--- src/rtl/tick_gen_multi.sv ---
// Multi-channel programmable tick generator with per-channel divisor, enable and restart.
// Optional one-shot mode is compiled in when TICK_GEN_ONESHOT_EN is defined.
module tick_gen_multi #(
  parameter int N_CH        = 4,
  parameter int DIV_W       = 16,
  parameter int DEFAULT_DIV = 1000
) (
  input  logic                                   clk,
  input  logic                                   reset,
  input  logic [N_CH-1:0]                        en,
  input  logic [N_CH-1:0]                        clr,
  input  logic                                   div_wr,
  input  logic [((N_CH > 1) ? $clog2(N_CH) : 1)-1:0] div_sel,
  input  logic [DIV_W-1:0]                       div_data,
`ifdef TICK_GEN_ONESHOT_EN
  input  logic [N_CH-1:0]                        oneshot,
`endif
  output logic [N_CH-1:0]                        tick,
  output logic                                   tick_any
);

  logic [DIV_W-1:0] cnt     [N_CH];
  logic [DIV_W-1:0] div     [N_CH];
  logic [DIV_W-1:0] cnt_nxt [N_CH];
  logic [DIV_W-1:0] div_nxt [N_CH];
  logic [N_CH-1:0]  tick_nxt;
`ifdef TICK_GEN_ONESHOT_EN
  logic [N_CH-1:0]  armed;
  logic [N_CH-1:0]  armed_nxt;
`endif

  always_comb begin
    tick_nxt = '0;
`ifdef TICK_GEN_ONESHOT_EN
    armed_nxt = armed;
`endif
    for (int unsigned i = 0; i < N_CH; i++) begin
      cnt_nxt[i] = cnt[i];
      div_nxt[i] = div[i];
      // div_sel values at or beyond N_CH never match any channel index
      if (div_wr && (32'(div_sel) == i))
        div_nxt[i] = div_data;
      if (clr[i] || (div_wr && (32'(div_sel) == i))) begin
        cnt_nxt[i] = '0;
`ifdef TICK_GEN_ONESHOT_EN
        armed_nxt[i] = 1'b1;
`endif
      end else if (en[i]) begin
`ifdef TICK_GEN_ONESHOT_EN
        if (oneshot[i] && !armed[i]) begin
          cnt_nxt[i] = '0;
        end else
`endif
        // >= compare makes any out-of-range count wrap; div of 0 or 1 ticks every cycle
        if ((div[i] <= DIV_W'(1)) || (cnt[i] >= div[i] - DIV_W'(1))) begin
          cnt_nxt[i]  = '0;
          tick_nxt[i] = 1'b1;
`ifdef TICK_GEN_ONESHOT_EN
          if (oneshot[i])
            armed_nxt[i] = 1'b0;
`endif
        end else begin
          cnt_nxt[i] = cnt[i] + DIV_W'(1);
        end
      end
    end
  end

  always_ff @(posedge clk or posedge reset) begin
    if (reset) begin
      cnt      <= '{default: '0};
      div      <= '{default: DIV_W'(DEFAULT_DIV)};
      tick     <= '0;
      tick_any <= 1'b0;
`ifdef TICK_GEN_ONESHOT_EN
      armed    <= '1;
`endif
    end else begin
      cnt      <= cnt_nxt;
      div      <= div_nxt;
      tick     <= tick_nxt;
      tick_any <= |tick_nxt;
`ifdef TICK_GEN_ONESHOT_EN
      armed    <= armed_nxt;
`endif
    end
  end

endmodule
--- config.mk ---
export PLATFORM = sky130hd
export DESIGN_NAME = tick_gen_multi
export DESIGN_NICKNAME = d
export VERILOG_FILES = /design/src/rtl/tick_gen_multi.sv
export SDC_FILE = /design/constraint.sdc
export NUM_CORES = 1
export LEC_CHECK = 0
export ABC_CLOCK_PERIOD_IN_PS = 8800
export CAP_MARGIN = 25
export CORE_UTILIZATION = 66
export CTS_BUF_LIST = sky130_fd_sc_hd__clkbuf_4
export DETAILED_ROUTE_END_ITERATION = 8
export GPL_ROUTABILITY_DRIVEN = 1
export PLACE_DENSITY = 0.86
export SYNTH_ARGS = -nofsm -noshare
export SYNTH_HDL_FRONTEND = slang
export SYNTH_SLANG_ARGS = --single-unit
--- constraint.sdc ---
create_clock -name clk -period 8.8 [get_ports clk]
set_input_delay 0.88 -clock clk [delete_from_list [all_inputs] [get_ports clk]]
set_output_delay 0.88 -clock clk [all_outputs]
set_load 0.1 [all_outputs]
; ---- Yosys cells after proc, flatten, opt, wreduce, memory -nomap -nowiden
; Cells that the tools add are included.
[word_totals]
mem_count = 0
romBits = 0
inputBits = 29
reg_bits = 133
elab_cells = 71
ramBits = 0
out_inout_bits = 5
latch_bits = 0
[op_classes]
div_mod_pow = 0
addsub = 8
reduce_logical = 18
n_shift = 0
muxes = 24
n_lt_le_gt_ge = 8
multipliers = 0
n_bitwise = 0
n_eq_ne = 3
[ops]
columns = cell, n
row1 = 2-to-1 mux 16 bit, 12
row2 = "adder 16 x 1 -> 16 bit, second input constant", 4
row3 = >= comparator 16 bit, 4
row4 = "less-or-equal comparator 16 x 1 -> 1 bit, second input constant", 4
row5 = "subtractor 16 x 1 -> 16 bit, second input constant", 4
row6 = 2-to-1 mux 1 bit, 12
row7 = logical OR 1 bit, 8
row8 = nonzero test 2 bit, 4
row9 = "equality test 2 bit, second input constant", 2
row10 = logical AND 1 bit, 4
row11 = OR reduction 4 bit, 1
row12 = "equality test 2 x 1 -> 1 bit, second input constant", 1
row13 = logical NOT 2 bit, 1

; ---- Depth between registers and ports, before layout
; Gate-level depths: netlist (run 1).
[depth]
word_depth = 7
mapped_depth = 14
depth_no_buf = 13

; ---- Worst setup path before layout (run 1)
; OpenSTA, ideal clock, no wires.
[synth_path]
path_kind = reg-to-reg
start = register div[50] (netlist bit)
end = register cnt[51] (netlist bit)
path_buffers = 0
arrival_ns = 3.291
t_required_ns = 8.674
synth_period_minus_slack_ns = 3.417
path_slack_ns = 5.383
setup_time_ns = 0.126
path_stages_with_launch = 12
path_cell_list = dfrtp_1 -> nor4_1 -> nor2b_1 -> nand2_1 -> or2_2 -> nor4_1 -> xnor2_1 -> ha_1 -> nand4_1 -> a2111oi_2 -> nor2_1 -> a221o_1
[synth_between]
elab_chain_cells = 6
word_cells_on_any_way = 7
cone_classes = add/sub (1) / order compare (2) / mux (3) / reduce/logical (1)
[synth_rtl]
columns = element, line
row1 = from (decl), 23  ; logic [DIV_W-1:0] div [N_CH];
row2 = from (signal assigned), 80  ; div <= div_nxt;
row3 = subtractor 16 x 1 -> 16 bit, 55  ; if ((div[i] <= DIV_W'(1)) || (cnt[i] >= div[i] - DIV_W'(1))) begin
row4 = >= comparator 16 bit, 55
row5 = logical OR 1 bit (*), 55
row6 = 2-to-1 mux 16 bit (*), 55
row7 = 2-to-1 mux 16 bit (*), 48  ; end else if (en[i]) begin
row8 = 2-to-1 mux 16 bit (*), 43  ; if (clr[i] || (div_wr && (32'(div_sel) == i))) begin
row9 = to (signal assigned), 79  ; cnt <= cnt_nxt;
row10 = to (decl), 22  ; logic [DIV_W-1:0] cnt [N_CH];
; Every way passes the cells marked *; elsewhere a longest branch is shown, timed or not. The select of a mux whose other input is x is not followed.
; A chain may end at the register's enable or synchronous reset.

; ---- Worst setup path in the final report (run 1)
[layout_path]
start = register div[2] (netlist bit)
end = register cnt[10] (netlist bit)
; The elaborated chain is that of the path after synthesis.

==> results.sh, run 1 <==
export IMPL_synth_fp_nets=970
export IMPL_pwr_share_comb_pct=21.7
export IMPL_ant_nets=0
export IMPL_hold_viol=0
export IMPL_post_cts_buffers=0
export IMPL_via_count=6825
export IMPL_overflow=0
export IMPL_path_clk_slew_ns=0.11
export IMPL_start_util_pct=68.9
export IMPL_core_um2=12200
export IMPL_crit_family="simple AND/OR/NAND/NOR gates"
export IMPL_final_max_slew_viol_count=0
export IMPL_power_switching_mw=0.473
export IMPL_cts_path_max_buffers=2
export IMPL_die_x_um=115
export IMPL_power_density_nw_per_um2=160
export IMPL_cp_arrival_ns=4.51
export IMPL_holdWs_ns=0.509
export IMPL_drt_iter0_markers=628
export IMPL_gp_congestion=0.876
export IMPL_remaining_drc_errors=0
export IMPL_cpPeakStageDelay_ns=0.83
export IMPL_cts_tree="done"
export IMPL_crit_fanout=9
export IMPL_die_area_um2=13200
export IMPL_power_switching_share_pct=32.0
export IMPL_std_cell_rows=40
export IMPL_clock_latency_ns=0.56
export IMPL_numCtsBuffers=17
export IMPL_worstMarginPinSlew_ns=0.976
export IMPL_first_global_vias=6580
export IMPL_portBuffers=33
export IMPL_finalCritPeriodShare_pct=46.4
export IMPL_antenna_found_initial=0
export IMPL_grt_max_degree=87
export IMPL_path_common_cell="nor3_1"
export IMPL_finClkSkew_ns=0.0135
export IMPL_areaGrowthSynthToFinish_pct=9.61
export IMPL_ioPinCount=34
export IMPL_rr_startpoint="div[2]$_DFFE_PP0P_"
export IMPL_fin_setup_tns_ns=0
export IMPL_cts_sinks=133
export IMPL_p_clk_share_pct=27.2
export IMPL_setup_viol=0
export IMPL_syn_area_um2=8410
export IMPL_ys_ff_latch=133
export IMPL_drive_above_1_share_pct=13.0
export IMPL_dp_hpwl_um=14100
export IMPL_drt_pass1_iterations=5
export IMPL_wl_per_cell_um=17.5
export IMPL_clock_root_buffer="clkbuf_4"
export IMPL_cp_end_kind="flop"
export IMPL_relSlewSlack_pct=34.7
export IMPL_yosys_warnings=0
export IMPL_vias_per_cell=6.29
export IMPL_cts_hold_buf=0
export IMPL_worstHoldStart="div[35]$_DFFE_PP1P_"
export IMPL_maxCapViolations=0
export IMPL_die_h_um=115
export IMPL_status="complete, no violations"
export IMPL_grt_usage_pct=30.4
export IMPL_period_minus_slack_ns=4.08
export IMPL_path_class="flop to flop"
export IMPL_synth_area_per_cell_um2=9.73
export IMPL_rsz0062_at_grt="false"
export IMPL_fmax_mhz=245
export IMPL_cp_cell_sequence="nor4_1 > nand3_1 > or3_1 > nor3_1 > xnor2_1 > ha_1 > nand4_1 > nor3_1 > a41oi_1 > a21oi_2 > nor3_1"
export IMPL_fill_cells=857
export IMPL_crit_start="div[2]$_DFFE_PP0P_"
export IMPL_wirelength_um=19000
export IMPL_synth_ff_type="dfrtp_1"
export IMPL_synth_edf_count=0
export IMPL_critPathBufInv=0
export IMPL_p_leak_nw=4.00
export IMPL_startpoint_type="flop"
export IMPL_cts_resized=0
export IMPL_grt_first_pass_wirelength_um=31200
export IMPL_yosysSeqAreaShare_pct=39.9
export IMPL_slowest_stage="nor4_1"
export IMPL_pwr_share_seq_pct=51.1
export IMPL_internal_power_mw=1.01
export IMPL_worstPathRequired_ns=9.23
export IMPL_hold_path_class="flop to flop"
export IMPL_final_cell_mix="dfrtp_1 (109), nand2_1 (99), ha_1 (76)"
export IMPL_final_nets=1009
export IMPL_synthDistinctLibCells=58
export IMPL_htreeDepth=4
export IMPL_synthCells=865
export IMPL_ir_worst_vdd_uv=157
export IMPL_ys_async_sr_fraction_pct=100
export IMPL_antenna_cells=0
export IMPL_final_common_cell="dfrtp_1"
## registers in the layout, summed over array words and instances (netlist names)
register / count
cnt: 64
div: 64
tick: 4
tick_any: 1
## worst paths after layout
kind | slack, ns | cells past startpoint | endpoint
worst min-delay path | 0.51 | 2 | div[35]$_DFFE_PP1P_
max in group asynchronous | 7.01 | 4 | div[21]$_DFFE_PP1P_
worst max-delay path | 4.72 | 11 | cnt[10]$_DFFE_PP0P_
worst min register to register | 0.51 | 2 | div[35]$_DFFE_PP1P_
worst max register to register | 4.72 | 11 | cnt[10]$_DFFE_PP0P_
min in group asynchronous | 0.74 | 2 | cnt[35]$_DFFE_PP0P_
## power by group through the flow
stage	registers, mW	logic (mW)	clock network [mW]
4_1_cts	0.752	0.317	0.409
5_1_grt	0.763	0.360	0.433
6_report	0.755	0.321	0.403
2_1_floorplan	0.745	0.235	0
3_3_place_gp	0.758	0.292	0
3_5_place_dp	0.764	0.313	0
## layout make-up
cell class | count | area, um^2 | share of cell area, %
Clock inverter | 13 | 135 | 1.47
Clock buffer | 19 | 143 | 1.55
Tap cell | 168 | 210 | 2.28
Multi-Input combinational cell | 686 | 4890 | 53.0
Inverter | 29 | 111 | 1.21
Timing Repair Buffer | 37 | 378 | 4.10
Sequential cell | 133 | 3360 | 36.4
## worst register-to-register path, cell delays in order, from the launching register on
cell and delay, ns:
dfrtp_1 0.44, nor4_1 0.83, nand3_1 0.28, or3_1 0.41, nor3_1 0.22, xnor2_1 0.10
ha_1 0.31, nand4_1 0.13, nor3_1 0.28, a41oi_1 0.36, a21oi_2 0.47, nor3_1 0.10
## Yosys cell counts (3+ instances only)
master / number / share of area (%)
nand2_1: 99 / 4.4
or3_1: 6 / 0.45
o21ai_0: 19 / 1.1
or2_2: 4 / 0.30
clkbuf_1: 14 / 0.62
nor2b_1: 8 / 0.59
nor4b_1: 3 / 0.31
a221o_1: 6 / 0.71
nand4_1: 19 / 1.4
a211oi_1: 3 / 0.27
nor4_1: 14 / 1.0
xor2_1: 39 / 4.1
and3_1: 16 / 1.2
inv_1: 29 / 1.3
o21a_1: 4 / 0.36
nand2b_1: 9 / 0.67
a21o_1: 8 / 0.71
o211ai_1: 3 / 0.27
or4_1: 6 / 0.54
a21oi_1: 19 / 1.1
dfrtp_1: 109 / 32
ha_1: 76 / 11
and2_1: 3 / 0.22
o31ai_1: 8 / 0.71
nand3b_1: 4 / 0.36
dfstp_2: 24 / 7.5
nor2_1: 53 / 2.4
nand3_1: 45 / 2.7
a211o_1: 3 / 0.31
nor3_1: 66 / 3.9
mux2_2: 46 / 6.2
xnor2_1: 55 / 5.7
a22o_1: 10 / 1.0
## stage by stage
step | instances | worst slack, ns | total power, mW | utilization [%] | instance area (um^2)
after floorplan | 865 | 4.41 | 0.980 | - | 8410
after global placement | 1051 | 5.07 | 1.05 | 73.0 | 8910
after detailed placement | 1051 | 4.90 | 1.08 | 73.0 | 8910
after CTS | 1083 | 4.81 | 1.48 | 75.3 | 9190
after global routing | 1085 | 4.45 | 1.56 | 75.5 | 9220
final | 1085 | 4.72 | 1.48 | 75.5 | 9220
## layer usage
| layer | wire length, um | part of all wire [%] | GRT usage [%] |
|---|---|---|---|
| met2 | 9420 | 50 | 51.0 |
| met4 | 426 | 2.2 | 9.09 |
| met3 | 964 | 5.1 | 6.91 |
| met1 | 8180 | 43 | 39.7 |
| met5 | 0 | 0 | 0 |
## kinds of logic after synthesis
kind of cell	synth area share, %
compound gates	8.45
xor+xnor	9.78
fa+ha+maj	11.3
buf+inv	2.07
flops	39.9
mux	6.28
simple gates	22.2
(Power assumes the default switching activity.)
==> run 2, diff against run 1 <==
ABC_CLOCK_PERIOD_IN_PS = 4200   (was 8800)
CORE_UTILIZATION = 64   (was 66)
PLACE_DENSITY = 0.83   (was 0.86)
clock period = 4.2 ns   (was 8.8 ns; I/O delays follow)
==> results.sh, run 2 (synthesis results as in run 1) <==
export IMPL_rsz0062_at_grt="false"
export IMPL_std_cell_rows=41
export IMPL_cts_tree="done"
export IMPL_maxCapViolations=0
export IMPL_grt_first_pass_wirelength_um=32300
export IMPL_overflow=0
export IMPL_reg2reg_depth=12
export IMPL_internal_power_mw=2.06
export IMPL_worstPathRequired_ns=4.69
export IMPL_hold_path_class="input pin to async pin"
export IMPL_p_clk_share_pct=27.5
export IMPL_final_nets=1016
export IMPL_drt_iter0_markers=559
export IMPL_htreeDepth=4
export IMPL_cp_arrival_ns=4.24
export IMPL_areaGrowthSynthToFinish_pct=10.0
export IMPL_drive_above_1_share_pct=13.9
export IMPL_core_um2=12700
export IMPL_period_minus_slack_ns=3.75
export IMPL_setup_viol=0
export IMPL_hold_viol=0
export IMPL_post_place_ws_ns=0.602
export IMPL_vias_per_cell=6.26
export IMPL_die_x_um=117
export IMPL_path_clk_slew_ns=0.14
export IMPL_final_max_slew_viol_count=0
export IMPL_finalCritPeriodShare_pct=89.3
export IMPL_grt_max_degree=72
export IMPL_gp_congestion=0.890
export IMPL_cts_sinks=133
export IMPL_wirelength_um=19300
export IMPL_final_cell_mix="dfrtp_1 (109), nand2_1 (99), ha_1 (76)"
export IMPL_power_density_nw_per_um2=336
export IMPL_fmax_mhz=267
export IMPL_pwr_share_comb_pct=21.6
export IMPL_p_leak_nw=4.03
export IMPL_cts_hold_buf=0
export IMPL_ant_nets=0
export IMPL_clock_latency_ns=0.56
export IMPL_post_route_util_pct=72.8
export IMPL_grt_usage_pct=31.1
export IMPL_via_count=6865
export IMPL_first_global_vias=6809
export IMPL_drt_pass1_iterations=5
export IMPL_numCtsBuffers=17
export IMPL_ir_worst_vdd_uv=296
export IMPL_rr_startpoint="div[20]$_DFFE_PP0P_"
export IMPL_path_class="flop to flop"
export IMPL_relSlewSlack_pct=34.3
export IMPL_antenna_found_initial=1
export IMPL_final_common_cell="dfrtp_1"
export IMPL_p_total_mw=3.11
export IMPL_holdWs_ns=0.401
export IMPL_fill_cells=925
export IMPL_power_switching_share_pct=33.9
export IMPL_clock_root_buffer="clkbuf_4"
export IMPL_fin_setup_tns_ns=0
export IMPL_power_switching_mw=1.05
export IMPL_crit_fanout=6
export IMPL_r2r_slack_ns=0.45
export IMPL_worstMarginPinSlew_ns=0.983
export IMPL_cp_end_kind="flop"
export IMPL_timing_final_ws_setup_ns=0.451
export IMPL_portBuffers=33
export IMPL_finClkSkew_ns=0.0214
export IMPL_status="complete, no violations"
export IMPL_remaining_drc_errors=0
export IMPL_start_util_pct=66.1
export IMPL_ioPinCount=34
export IMPL_reg2reg_to="cnt[22]$_DFFE_PP0P_"
export IMPL_post_cts_buffers=0
export IMPL_cts_path_max_buffers=2
export IMPL_wl_per_cell_um=17.6
export IMPL_dp_hpwl_um=14400
export IMPL_startpoint_type="flop"
export IMPL_pwr_share_seq_pct=50.9
export IMPL_die_h_um=117
export IMPL_die_area_um2=13600
export IMPL_cts_resized=0
export IMPL_reg_top3="cnt (64), div (64), tick (4)"
-- run 2: cell count changes in the layout (fill, tap and decap cells not counted), sizes merged --
cell      delta
buf          +7
bufinv       -1
clkbuf       -2
diode        +1
clkinvlp     -3
inv          +6
-- run 2: layer usage --
layer  GRT usage [%]  wire length (um)
met1            39.0              8220
met5               0                 0
met3            6.23               936
met4            13.9               623
met2            52.1              9550
-- run 2: worst max-delay path, cell delays in order, from the launching register on --
cell and delay (ns):
dfrtp_1 0.46, or4_1 0.53, nor3_1 0.27, nand4_1 0.23, nor4_1 0.30, xnor2_1 0.19, ha_1 0.29, a21oi_1 0.15
nor2b_1 0.05, o21ai_0 0.26, nand4_1 0.30, nor2_1 0.42, a22o_1 0.23
-- run 2: power groups by stage --
stage,Sequential (mW),Clock [mW],Combinational [mW]
2_1_floorplan,1.56,0,0.492
3_3_place_gp,1.59,0,0.624
3_5_place_dp,1.60,0,0.665
4_1_cts,1.58,0.869,0.672
5_1_grt,1.60,0.922,0.752
6_report,1.58,0.854,0.671
-- run 2: layout make-up --
class / count / area (um^2) / area share [%]
clock buffers: 17 / 128 / 1.38
inverters: 29 / 111 / 1.20
flip-flops and latches: 133 / 3360 / 36.3
clock inverters: 15 / 146 / 1.58
multi-input cells: 686 / 4890 / 52.8
diodes: 1 / 2.50 / 0.0270
repair buffers: 44 / 410 / 4.43
well taps: 172 / 215 / 2.32
-- run 2: worst max-delay path by stage --
| stage | from | endpoint | slack (ns) | cells after the start |
|---|---|---|---|---|
| finish | div[20]$_DFFE_PP0P_ | cnt[22]$_DFFE_PP0P_ | 0.45 | 12 |
| global route | div[20]$_DFFE_PP0P_ | cnt[22]$_DFFE_PP0P_ | 0.18 | 12 |
| CTS | div[20]$_DFFE_PP0P_ | cnt[22]$_DFFE_PP0P_ | 0.54 | 12 |
| detailed placement | div[20]$_DFFE_PP0P_ | cnt[22]$_DFFE_PP0P_ | 0.60 | 12 |
| global placement | div[50]$_DFFE_PP0P_ | cnt[52]$_DFFE_PP0P_ | 0.81 | 13 |
| floorplan | reset | cnt[0]$_DFFE_PP0P_ | 0.27 | 1 |
-- run 2: through the flow --
step                      instances  instance area (um^2)
after floorplan                 865                  8410
after global placement         1063                  8980
after detailed placement       1063                  8980
after CTS                      1095                  9250
after global routing           1097                  9260
final                          1097                  9260
==> run 3, diff against run 2 <==
CELL_PAD_IN_SITES_DETAIL_PLACEMENT = 0   (was default)
CELL_PAD_IN_SITES_GLOBAL_PLACEMENT = 1   (was default)
CORE_UTILIZATION = 50   (was 64)
PLACE_DENSITY = default   (was 0.83)
PLACE_DENSITY_LB_ADDON = 0.1   (was default)
==> results.sh, run 3 (synthesis results as in run 1) <==
export IMPL_clock_latency_ns=0.56
export IMPL_first_global_vias=6499
export IMPL_start_util_pct=50.9
export IMPL_finClkSkew_ns=0.0214
export IMPL_drt_pass1_iterations=5
export IMPL_die_x_um=132
export IMPL_post_cts_buffers=0
export IMPL_setup_viol=0
export IMPL_period_minus_slack_ns=3.81
export IMPL_fmax_mhz=263
export IMPL_cpPeakStageDelay_ns=0.61
export IMPL_via_count=6579
export IMPL_cts_sinks=133
export IMPL_fill_cells=1442
export IMPL_worstMarginPinSlew_ns=0.972
export IMPL_ant_nets=0
export IMPL_final_max_slew_viol_count=0
export IMPL_drive_above_1_share_pct=13.9
export IMPL_die_area_um2=17400
export IMPL_cp_cell_sequence="or4_1 > nor3_1 > nand4_1 > nor4_1 > xnor2_1 > ha_1 > a21oi_1 > nor2b_1 > o21ai_0 > nand3_1 > o21ai_0 > o2111ai_1"
export IMPL_ir_worst_vdd_uv=242
export IMPL_dp_cells=1112
export IMPL_ioPinCount=34
export IMPL_cts_resized=0
export IMPL_reg_top3="cnt (64), div (64), tick (4)"
export IMPL_portBuffers=33
export IMPL_overflow=0
export IMPL_slowest_stage="o21ai_0"
export IMPL_final_common_cell="dfrtp_1"
export IMPL_drt_iter0_markers=406
export IMPL_final_cell_mix="dfrtp_1 (109), nand2_1 (99), ha_1 (76)"
export IMPL_dp_hpwl_um=14300
export IMPL_cts_tree="done"
export IMPL_grt_usage_pct=23.4
export IMPL_maxCapViolations=0
export IMPL_numCtsBuffers=17
export IMPL_path_class="flop to flop"
export IMPL_hold_viol=0
export IMPL_p_leak_nw=4.06
export IMPL_cp_end_kind="flop"
export IMPL_crit_fanout=6
export IMPL_clock_root_buffer="clkbuf_4"
export IMPL_rsz0062_at_grt="false"
export IMPL_path_common_cell="o21ai_0"
export IMPL_power_density_nw_per_um2=347
export IMPL_worstPathRequired_ns=4.61
export IMPL_timing_final_ws_setup_ns=0.394
export IMPL_antenna_found_initial=1
export IMPL_areaGrowthSynthToFinish_pct=11.5
export IMPL_hold_path_class="input pin to async pin"
export IMPL_relSlewSlack_pct=35.0
export IMPL_post_place_ws_ns=0.417
export IMPL_wl_per_cell_um=16.8
export IMPL_fin_setup_tns_ns=0
export IMPL_cts_hold_buf=0
export IMPL_reg2reg_depth=12
export IMPL_cts_path_max_buffers=2
export IMPL_wirelength_um=19200
export IMPL_std_cell_rows=47
export IMPL_final_nets=1016
export IMPL_gp_congestion=0.853
export IMPL_layoutNonFillerInstCount=1145
export IMPL_grt_max_degree=71
export IMPL_post_route_util_pct=56.8
export IMPL_p_total_mw=3.25
export IMPL_core_um2=16500
export IMPL_die_h_um=132
export IMPL_finalCritPeriodShare_pct=90.6
export IMPL_remaining_drc_errors=0
export IMPL_cp_arrival_ns=4.22
export IMPL_htreeDepth=4
export IMPL_status="complete, no violations"
export IMPL_startpoint_type="flop"
export IMPL_grt_first_pass_wirelength_um=32200
export IMPL_vias_per_cell=5.75
export IMPL_path_clk_slew_ns=0.14
## run 3: cell count changes in the layout (fill, tap and decap cells not counted), sizes merged
| cell | previous run | this run |
|---|---|---|
| bufinv | 1 | 4 |
| clkbuf | 17 | 18 |
| clkinv | 4 | 2 |
| clkinvlp | 3 | 4 |
| inv | 36 | 33 |
## run 3: layout make-up
cell class / instances / area (um^2) / area share [%]
well taps: 220 / 275 / 2.93
clock buffers: 18 / 135 / 1.44
inverters: 29 / 111 / 1.19
repair buffers: 44 / 413 / 4.40
diodes: 1 / 2.50 / 0.0267
clock inverters: 14 / 199 / 2.12
multi-input cells: 686 / 4890 / 52.1
flip-flops and latches: 133 / 3360 / 35.8
## run 3: path summary, 6_finish.rpt
check                                     from                  end  slack [ns]
min in group clk           div[35]$_DFFE_PP1P_  div[35]$_DFFE_PP1P_        0.50
max in group asynchronous                reset  div[56]$_DFFE_PP1P_        2.75
max                        div[20]$_DFFE_PP0P_   tick_any$_DFF_PP0_        0.39
min                                      reset   cnt[0]$_DFFE_PP0P_        0.38
min reg2reg                div[35]$_DFFE_PP1P_  div[35]$_DFFE_PP1P_        0.50
max reg2reg                div[20]$_DFFE_PP0P_   tick_any$_DFF_PP0_        0.39
## run 3: power by group
| part | total [mW] | internal, mW | switching (mW) | leakage (nW) |
|---|---|---|---|---|
| Combinational | 0.659 | 0.313 | 0.346 | 2.20 |
| Clock | 1.01 | 0.485 | 0.529 | 0.166 |
| Sequential | 1.58 | 1.43 | 0.147 | 1.69 |
| Total | 3.25 | 2.23 | 1.02 | 4.06 |
## run 3: stage by stage
stage | area (um^2) | hold WS (ns)
after CTS | 9380 | 0.404
after global placement | 9040 | 0.477
final | 9380 | 0.376
after detailed placement | 9040 | 0.481
after floorplan | 8410 | 0.453
after global routing | 9380 | 0.441
## run 3: critical path: cells and delay by family (launching register included)
| kind | cells | cell delay [ns] |
|---|---|---|
| AOI/OAI and AO/OA | 4 | 1.19 |
| adders and majority gates | 1 | 0.27 |
| xor gates and xnor gates | 1 | 0.17 |
| and+or+nand+nor | 6 | 1.57 |
| DFF | 1 | 0.47 |
## run 3: per-layer routing
layer	global-route usage [%]	routed length (um)	vias to the layer above
met5	0	0	-
met4	6.33	200	0
met3	4.44	649	18
met2	39.5	9350	114
met1	30.8	9050	3232
li1	-	-	3215
